$ cat config.mk
export PLATFORM = sky130hd
export DESIGN_NAME = spy_chain_sample_ctrl
export DESIGN_NICKNAME = d
export VERILOG_FILES = /design/src/rtl/spy_chain_sample_ctrl.sv
export SDC_FILE = /design/constraint.sdc
export NUM_CORES = 1
export LEC_CHECK = 0
export BUFFER_PORTS_ARGS = -buffer_cell sky130_fd_sc_hd__buf_2
export CAP_MARGIN = 10
export CORE_UTILIZATION = 40
export CTS_CLUSTER_SIZE = 8
export DETAILED_ROUTE_END_ITERATION = 7
export GPL_ROUTABILITY_DRIVEN = 0
export RECOVER_POWER = 25
export SLEW_MARGIN = 25
export SYNTH_ARGS = -nofsm -noshare
export SYNTH_HDL_FRONTEND = slang
export SYNTH_SLANG_ARGS = --single-unit
$ cat constraint.sdc
create_clock -name clk -period 2.8 [get_ports clk]
set_input_delay 0.28 -clock clk [delete_from_list [all_inputs] [get_ports clk]]
set_output_delay 0.28 -clock clk [all_outputs]
set_load 0.05 [all_outputs]
$ cat src/rtl/spy_chain_sample_ctrl.sv
// Delay-chain sensor sequencer: launches alternating edges, samples wait_cycles+1 clocks later, counts mismatches.
// Each trial costs wait_cycles+3 clocks; counts held in REPORT until result_ready, start ignored while busy.
module spy_chain_sample_ctrl #(
  parameter int CNT_W     = 16,
  parameter int WAIT_W    = 8,
  parameter bit INVERTING = 1'b0
) (
  input  logic              clk,
  input  logic              rst_n,
  input  logic              start,
  input  logic [CNT_W-1:0]  num_trials,
  input  logic [WAIT_W-1:0] wait_cycles,
  output logic              busy,
  output logic              chain_in,
  input  logic              chain_out,
  output logic              result_valid,
  input  logic              result_ready,
  output logic [CNT_W-1:0]  trial_count,
  output logic [CNT_W-1:0]  fail_rise,
  output logic [CNT_W-1:0]  fail_fall
);

  typedef enum logic [2:0] {
    S_IDLE,
    S_LAUNCH,
    S_WAIT,
    S_CHECK,
    S_REPORT
  } state_t;

  state_t            state;
  logic [CNT_W-1:0]  trialsLatched;
  logic [WAIT_W-1:0] waitLatched;
  logic [WAIT_W-1:0] waitCnt;
  logic              expectedBit;

  // Deliberately unsynchronised: a late chain edge shows up here as a wrong or metastable sample.
  (* keep = 1 *) logic captureFlop;

  always_ff @(posedge clk) begin
    if (!rst_n) begin
      state         <= S_IDLE;
      chain_in      <= 1'b0;
      busy          <= 1'b0;
      result_valid  <= 1'b0;
      trial_count   <= '0;
      fail_rise     <= '0;
      fail_fall     <= '0;
      captureFlop   <= 1'b0;
      trialsLatched <= '0;
      waitLatched   <= '0;
      waitCnt       <= '0;
      expectedBit   <= 1'b0;
    end else begin
      case (state)
        S_IDLE: begin
          if (start) begin
            trial_count <= '0;
            fail_rise   <= '0;
            fail_fall   <= '0;
            busy        <= 1'b1;
            if (num_trials != '0) begin
              trialsLatched <= num_trials;
              waitLatched   <= wait_cycles;
              state         <= S_LAUNCH;
            end else begin
              result_valid <= 1'b1;
              state        <= S_REPORT;
            end
          end
        end

        S_LAUNCH: begin
          chain_in    <= ~chain_in;
          expectedBit <= ~chain_in ^ INVERTING;
          waitCnt     <= waitLatched;
          state       <= S_WAIT;
        end

        S_WAIT: begin
          if (waitCnt == '0) begin
            captureFlop <= chain_out;
            state       <= S_CHECK;
          end else begin
            waitCnt <= waitCnt - 1'b1;
          end
        end

        S_CHECK: begin
          trial_count <= trial_count + 1'b1;
          if (captureFlop != expectedBit) begin
            if (chain_in) fail_rise <= fail_rise + 1'b1;
            else          fail_fall <= fail_fall + 1'b1;
          end
          if (trial_count + 1'b1 == trialsLatched) begin
            result_valid <= 1'b1;
            state        <= S_REPORT;
          end else begin
            state <= S_LAUNCH;
          end
        end

        S_REPORT: begin
          if (result_ready) begin
            result_valid <= 1'b0;
            busy         <= 1'b0;
            state        <= S_IDLE;
          end
        end

        default: state <= S_IDLE;
      endcase
    end
  end

endmodule

==> results.py, run 1 <==
metrics = {
    "clocking": {
        "clock_sinks": 87,
        "clk_pin_slew_ns": 0.06,
        "insertion_delay_ns": 0.34,
        "cts_resized": 0,
        "clock_path_buffers": 2,
        "hold_buffers": 0,
        "numCtsBuffers": 9,
        "htreeDepth": 3,
        "cts_tree": "done",
        "postCtsSetupBuffers": 0,
        "cts-root-buf": "clkbuf_16",
    },
    "critical_path": {
        "timing.rr.start": "trial_count[0]",
        "cp_max_fo": 8,
        "critPathMostFrequentCell": "or4_1",
        "cp_slowest_cell": "or4_1",
        "start_kind": "register",
        "reg2reg_slack_ns": 0.28,
        "r2r-end": "state[2]",
        "endpoint_kind": "register",
        "worstPathArrival_ns": 2.80,
        "startpoint": "trial_count[0]",
        "crit_chain": "ha_1 > nand3_2 > or4_1 > xnor2_1 > or4_1 > nor4_2 > a32o_1",
        "reg2reg_depth": 7,
        "required_ns": 3.09,
        "crit_type": "reg2reg",
        "slowest_delay_ns": 0.55,
        "crit_path_end": "state[2]",
    },
    "drt": {
        "drt_first_iter_violations": 226,
        "ant_nets": 0,
        "drc_errors": 0,
        "drt_wl_total_um": 11320,
        "first_pass_iters": 4,
        "vias_per_cell": 5.404,
        "vias": 4096,
        "routedWlPerCell_um": 14.93,
    },
    "global_routing": {
        "grt_pass1_vias": 3828,
        "overflow": 0,
        "grt_pass1_wl_um": 18680,
        "grt.total_usage_pct": 20.18,
        "antenna_found_initial": 0,
        "grt_max_degree": 40,
    },
    "power_and_ir_drop": {
        "clkPwrFrac_pct": 36.1,
        "p_per_area_mw_per_mm2": 546.1,
        "vdd_drop_max_v": 0.0004120,
        "switching_share_pct": 27.90,
        "p_seq_share_pct": 46.4,
        "p_leak_nw": 2.049,
        "p_sw_mw": 0.8174,
        "p_int_mw": 2.112,
        "p_comb_share_pct": 17.5,
    },
    "timing": {
        "skew_ns": 0.01147,
        "rsz0062_at_grt": "false",
        "worst_slew_pin_slew_ns": 0.6447,
        "slew_headroom_pct": 57.20,
        "max_freq_ghz": 0.3975,
        "drv_slew": 0,
        "worst_slack_ns": 0.2846,
        "hold_viol_final": 0,
        "fin_crit_sh_pct": 89.84,
        "setup_viol": 0,
        "fin_tns_setup_ns": 0,
        "min_period_ns": 2.515,
    },
    "floorplan": {
        "design.core.area_sq_mm": 0.01108,
        "num_rows": 38,
        "fp.dieH_um": 109.6,
        "initial_core_util_pct": 41.80,
        "die_area_sq_mm": 0.01201,
        "die_x_um": 109.6,
        "ioPinCount": 80,
    },
    "yosys": {
        "postSynthCellCount": 544,
        "synth-async-reset-ratio_pct": 0,
        "yosysTopAreaCell": "dfxtp_1",
        "synth.area.top_cells": "dfxtp_1 38%, nor2b_1 5.8%, mux2i_1 5.6%",
        "syn_nets": 577,
        "synth_top_area_share_pct": 37.61,
        "synth_warnings": 0,
        "ys.flop_type": "dfxtp_1",
        "yosysSeqAreaShare_pct": 37.61,
        "synth-edff-count": 0,
        "netlist_area_sq_mm": 0.004631,
        "avgSynthCellArea_sq_um": 8.512,
        "synthDistinctLibCells": 60,
        "ys_ff_latch": 87,
    },
    "place": {
        "hpwl_um": 8311,
        "place_ws_ns": 0.2983,
        "portBuffers": 79,
        "dp.cells": 745,
    },
    "layout": {
        "n_antenna_cell": 0,
        "nets": 649,
        "instances_no_fill": 758,
        "final_common_cell": "dfxtp_1",
        "syn2layout_area_growth_pct": 15.83,
        "final_cell_mix": "85 x dfxtp_1, 47 x buf_2, 43 x nor2b_1",
        "drive_gt1_share_pct": 14.08,
    },
    "hold_path": {
        "hold_path.class": "in2reg",
    },
    "status": {
        "status": "completed",
    },
    "flow_run": {
        "cap_violations": 0,
    },
}
## layout make-up
class | count | area, sq um
clock inverter | 2 | 10.01
timing repair buffer | 92 | 452.9
clock buffer | 11 | 242.7
multi-input combinational | 410 | 2679
tap | 140 | 175.2
inverter | 16 | 60.06
sequential | 87 | 1744
fill | 1094 | 5714
## power groups by stage
| stage | sequential, mW | clock (mW) | combinational [mW] |
|---|---|---|---|
| 2_1_floorplan | 1.39 | 0 | 0.386 |
| 3_3_place_gp | 1.38 | 0 | 0.503 |
| 3_5_place_dp | 1.39 | 0 | 0.512 |
| 4_1_cts | 1.36 | 1.10 | 0.513 |
| 5_1_grt | 1.37 | 1.14 | 0.574 |
| 6_report | 1.36 | 1.06 | 0.511 |
## critical path: cells and delay by family, from the launching register on
family                   cells  cell delay (ns)
adder cells (fa/ha/maj)      1             0.28
XOR/XNOR                     1             0.15
AO/OA/AOI/OAI                1             0.17
AND/OR/NAND/NOR              4             1.46
flip-flops                   1             0.40
## metrics by stage
stage | power, mW | utilization, % | hold WS (ns) | area (sq um)
final | 2.929 | 48.42 | 0.1914 | 5364
after global routing | 3.085 | 48.42 | 0.1992 | 5364
after CTS | 2.974 | 48.78 | 0.1798 | 5404
after detailed placement | 1.898 | 46.50 | 0.4865 | 5151
after global placement | 1.887 | 46.50 | 0.4713 | 5151
after floorplan | 1.771 | - | 0.4361 | 4633
## flip-flops by register name (all words and copies together) (netlist names)
| register | cells |
|---|---|
| result_valid | 1 |
| waitLatched | 8 |
| trialsLatched | 16 |
| fail_fall | 16 |
| trial_count | 16 |
| busy | 1 |
| expectedBit | 1 |
| fail_rise | 16 |
| state | 3 |
| captureFlop | 1 |
| waitCnt | 8 |
## cell usage after synthesis (5+ instances only)
cell type  number
nand2_1        37
a21oi_1        31
buf_2           9
and3_1          7
inv_1          16
o21ai_0        28
nand4_1        12
a21boi_0        5
xor2_1         16
nor3_1         18
clkbuf_1       17
dfxtp_1        87
nand2b_1        7
nor4_1          8
or3_1          10
and2_1          5
nor2_1         42
nor2b_1        43
xnor2_1        28
nand3_1        20
mux2i_1        26
## worst min path at each step
stage                         startpoint              to  slack, ns  cells past startpoint
after floorplan                chain_out     captureFlop       0.44                      2
after global placement        waitCnt[6]      waitCnt[6]       0.47                      2
after detailed placement      waitCnt[1]      waitCnt[1]       0.49                      2
after CTS                 wait_cycles[0]  waitLatched[0]       0.18                      3
after global routing      wait_cycles[6]  waitLatched[6]       0.20                      3
final                     wait_cycles[7]  waitLatched[7]       0.19                      3
## logic make-up after synthesis
| logic type | count (synthesis) | share of synthesized area (%) |
|---|---|---|
| XOR/XNOR | 44 | 8.322 |
| AO/OA/AOI/OAI | 105 | 15.54 |
| multiplexers | 26 | 5.620 |
| buffers and inverters | 47 | 4.620 |
| flip-flops | 87 | 37.61 |
| adder cells (fa/ha/maj) | 4 | 1.081 |
| AND/OR/NAND/NOR | 231 | 27.21 |
## layer usage
metal	vias to the layer above	GRT usage, %	share of wire (%)
met2	101	33.06	45
met3	20	3.972	4.2
met4	0	9.143	2.8
li1	2064	-	-
met5	-	0	0
met1	1911	25.57	48
(Power assumes the default switching activity.)
==> inputs of run 2 (changes only) <==
--- a/config.mk
+++ b/config.mk
@@ -5,11 +5,11 @@
 export SDC_FILE = /design/constraint.sdc
 export NUM_CORES = 1
 export LEC_CHECK = 0
-export BUFFER_PORTS_ARGS = -buffer_cell sky130_fd_sc_hd__buf_2
 export CAP_MARGIN = 10
 export CORE_UTILIZATION = 40
 export CTS_CLUSTER_SIZE = 8
 export DETAILED_ROUTE_END_ITERATION = 7
+export DONT_BUFFER_PORTS = 1
 export GPL_ROUTABILITY_DRIVEN = 0
 export RECOVER_POWER = 25
 export SLEW_MARGIN = 25
==> constraint.sdc (replaced) <==
create_clock -name clk -period 2.8 [get_ports clk]
set_input_delay 0.28 -clock clk [delete_from_list [all_inputs] [get_ports clk]]
set_output_delay 0.28 -clock clk [all_outputs]
set_load 0.005 [all_outputs]
==> results.py, run 2 (synthesis gave the netlist of run 1 again) <==
metrics = {
    "timing": {
        "max_freq_ghz": 0.3848,
        "min_period_ns": 2.599,
        "drv_slew": 0,
        "rsz0062_at_grt": "false",
        "worst_slew_pin_slew_ns": 0.5450,
        "fin_tns_setup_ns": 0,
        "slew_headroom_pct": 63.53,
        "fin_crit_sh_pct": 92.81,
        "worst_slack_ns": 0.2013,
        "whs_ns": 0.07207,
        "skew_ns": 0.005663,
        "hold_viol_final": 0,
        "setup_viol": 0,
    },
    "critical_path": {
        "required_ns": 3.08,
        "reg2reg_depth": 7,
        "slowest_delay_ns": 0.56,
        "timing.rr.start": "trial_count[1]",
        "start_kind": "register",
        "r2r-end": "state[2]",
        "reg2reg_slack_ns": 0.20,
        "crit_chain": "ha_1 > nand3_2 > or4_1 > xnor2_1 > or4_1 > nor4_2 > a32o_1",
        "critPathMostFrequentCell": "or4_1",
        "worstPathArrival_ns": 2.87,
        "cp_max_fo": 6,
        "path_buf_inv": 0,
        "endpoint_kind": "register",
        "cp_slowest_cell": "or4_1",
        "critical_path.top_delay_family": "simple AND/OR/NAND/NOR gates",
        "crit_type": "reg2reg",
    },
    "power_and_ir_drop": {
        "p_per_area_mw_per_mm2": 621.2,
        "p_int_mw": 2.404,
        "p_seq_share_pct": 42.7,
        "total_power_mw": 3.191,
        "switching_share_pct": 24.67,
        "p_sw_mw": 0.7872,
        "p_leak_nw": 1.864,
        "clkPwrFrac_pct": 43.6,
        "vdd_drop_max_v": 0.0004655,
        "p_comb_share_pct": 13.8,
    },
    "layout": {
        "instances_no_fill": 686,
        "n_antenna_cell": 0,
        "nets": 575,
        "syn2layout_area_growth_pct": 10.94,
        "final_cell_mix": "87 x dfxtp_1, 43 x nor2b_1, 42 x nor2_1",
        "final_common_cell": "dfxtp_1",
        "drive_gt1_share_pct": 8.242,
        "nFillCells": 1070,
    },
    "global_routing": {
        "grt.busiest_layer": "met2",
        "grt_pass1_vias": 3732,
        "grt_max_degree": 60,
        "met2_usage_pct": 31.81,
        "use_met1_pct": 23.87,
        "antenna_found_initial": 0,
        "overflow": 0,
        "grt_use_met3_pct": 6.698,
        "grt_pass1_wl_um": 18060,
        "grt.total_usage_pct": 19.54,
    },
    "drt": {
        "vias": 3869,
        "routedWlPerCell_um": 16.16,
        "drc_errors": 0,
        "ant_nets": 0,
        "drt_first_iter_violations": 254,
        "vias_per_cell": 5.640,
        "drt_wl_total_um": 11090,
        "first_pass_iters": 5,
    },
    "clocking": {
        "clock_sinks": 87,
        "clk_pin_slew_ns": 0.06,
        "cts-root-buf": "clkbuf_16",
        "numCtsBuffers": 9,
        "cts_resized": 0,
        "hold_buffers": 0,
        "cts_tree": "done",
        "htreeDepth": 3,
        "clock_path_buffers": 2,
        "postCtsSetupBuffers": 0,
        "insertion_delay_ns": 0.34,
    },
    "status": {
        "status": "completed",
    },
    "place": {
        "place_ws_ns": 0.2275,
        "hpwl_um": 7967,
        "dp.cells": 671,
        "portBuffers": 0,
    },
    "floorplan": {
        "fp.dieH_um": 109.6,
        "die_x_um": 109.6,
        "die_area_sq_mm": 0.01201,
        "num_rows": 38,
        "initial_core_util_pct": 41.80,
        "design.core.area_sq_mm": 0.01108,
        "ioPinCount": 80,
    },
    "hold_path": {
        "worstHoldStart": "rst_n",
        "hold_path_depth": 1,
        "whs_endpoint": "waitCnt[2]",
        "hold_path.class": "in2reg",
    },
    "flow_run": {
        "cap_violations": 0,
    },
}
## run 2: per-layer routing
metal,vias up,wire [um]
li1,1923,-
met1,1798,5004
met2,134,5036
met3,14,834
met4,0,211
met5,-,0
## run 2: worst max path at each step
| stage | from | end | slack (ns) | cells after the start |
|---|---|---|---|---|
| after floorplan | trial_count[0] | state[2] | 0.29 | 7 |
| final | trial_count[1] | state[2] | 0.20 | 7 |
| after global placement | trial_count[1] | state[2] | 0.31 | 7 |
| after global routing | trial_count[1] | state[2] | 0.03 | 7 |
| after detailed placement | trial_count[1] | state[2] | 0.23 | 7 |
| after CTS | trial_count[1] | state[2] | 0.20 | 7 |
## run 2: cell type report
class	instances	area (sq um)	area share, %
clock buffers	12	256.5	4.993
clock inverters	3	90.09	1.754
flip-flops and latches	87	1742	33.90
well taps	140	175.2	3.410
repair buffers	18	135.1	2.630
multi-input cells	410	2679	52.14
inverters	16	60.06	1.169
## run 2: power groups by stage
stage	Combinational, mW	Clock (mW)	Sequential (mW)
after detailed placement	0.438	0	1.39
final	0.439	1.39	1.36
after CTS	0.440	1.42	1.36
after global routing	0.496	1.47	1.37
after floorplan	0.386	0	1.36
after global placement	0.428	0	1.39
## run 2: metrics by stage
step,area [sq um],util (%)
finish,5137,46.37
global route,5137,46.37
CTS,5137,46.37
detailed placement,4791,43.25
global placement,4791,43.25
floorplan,4631,-
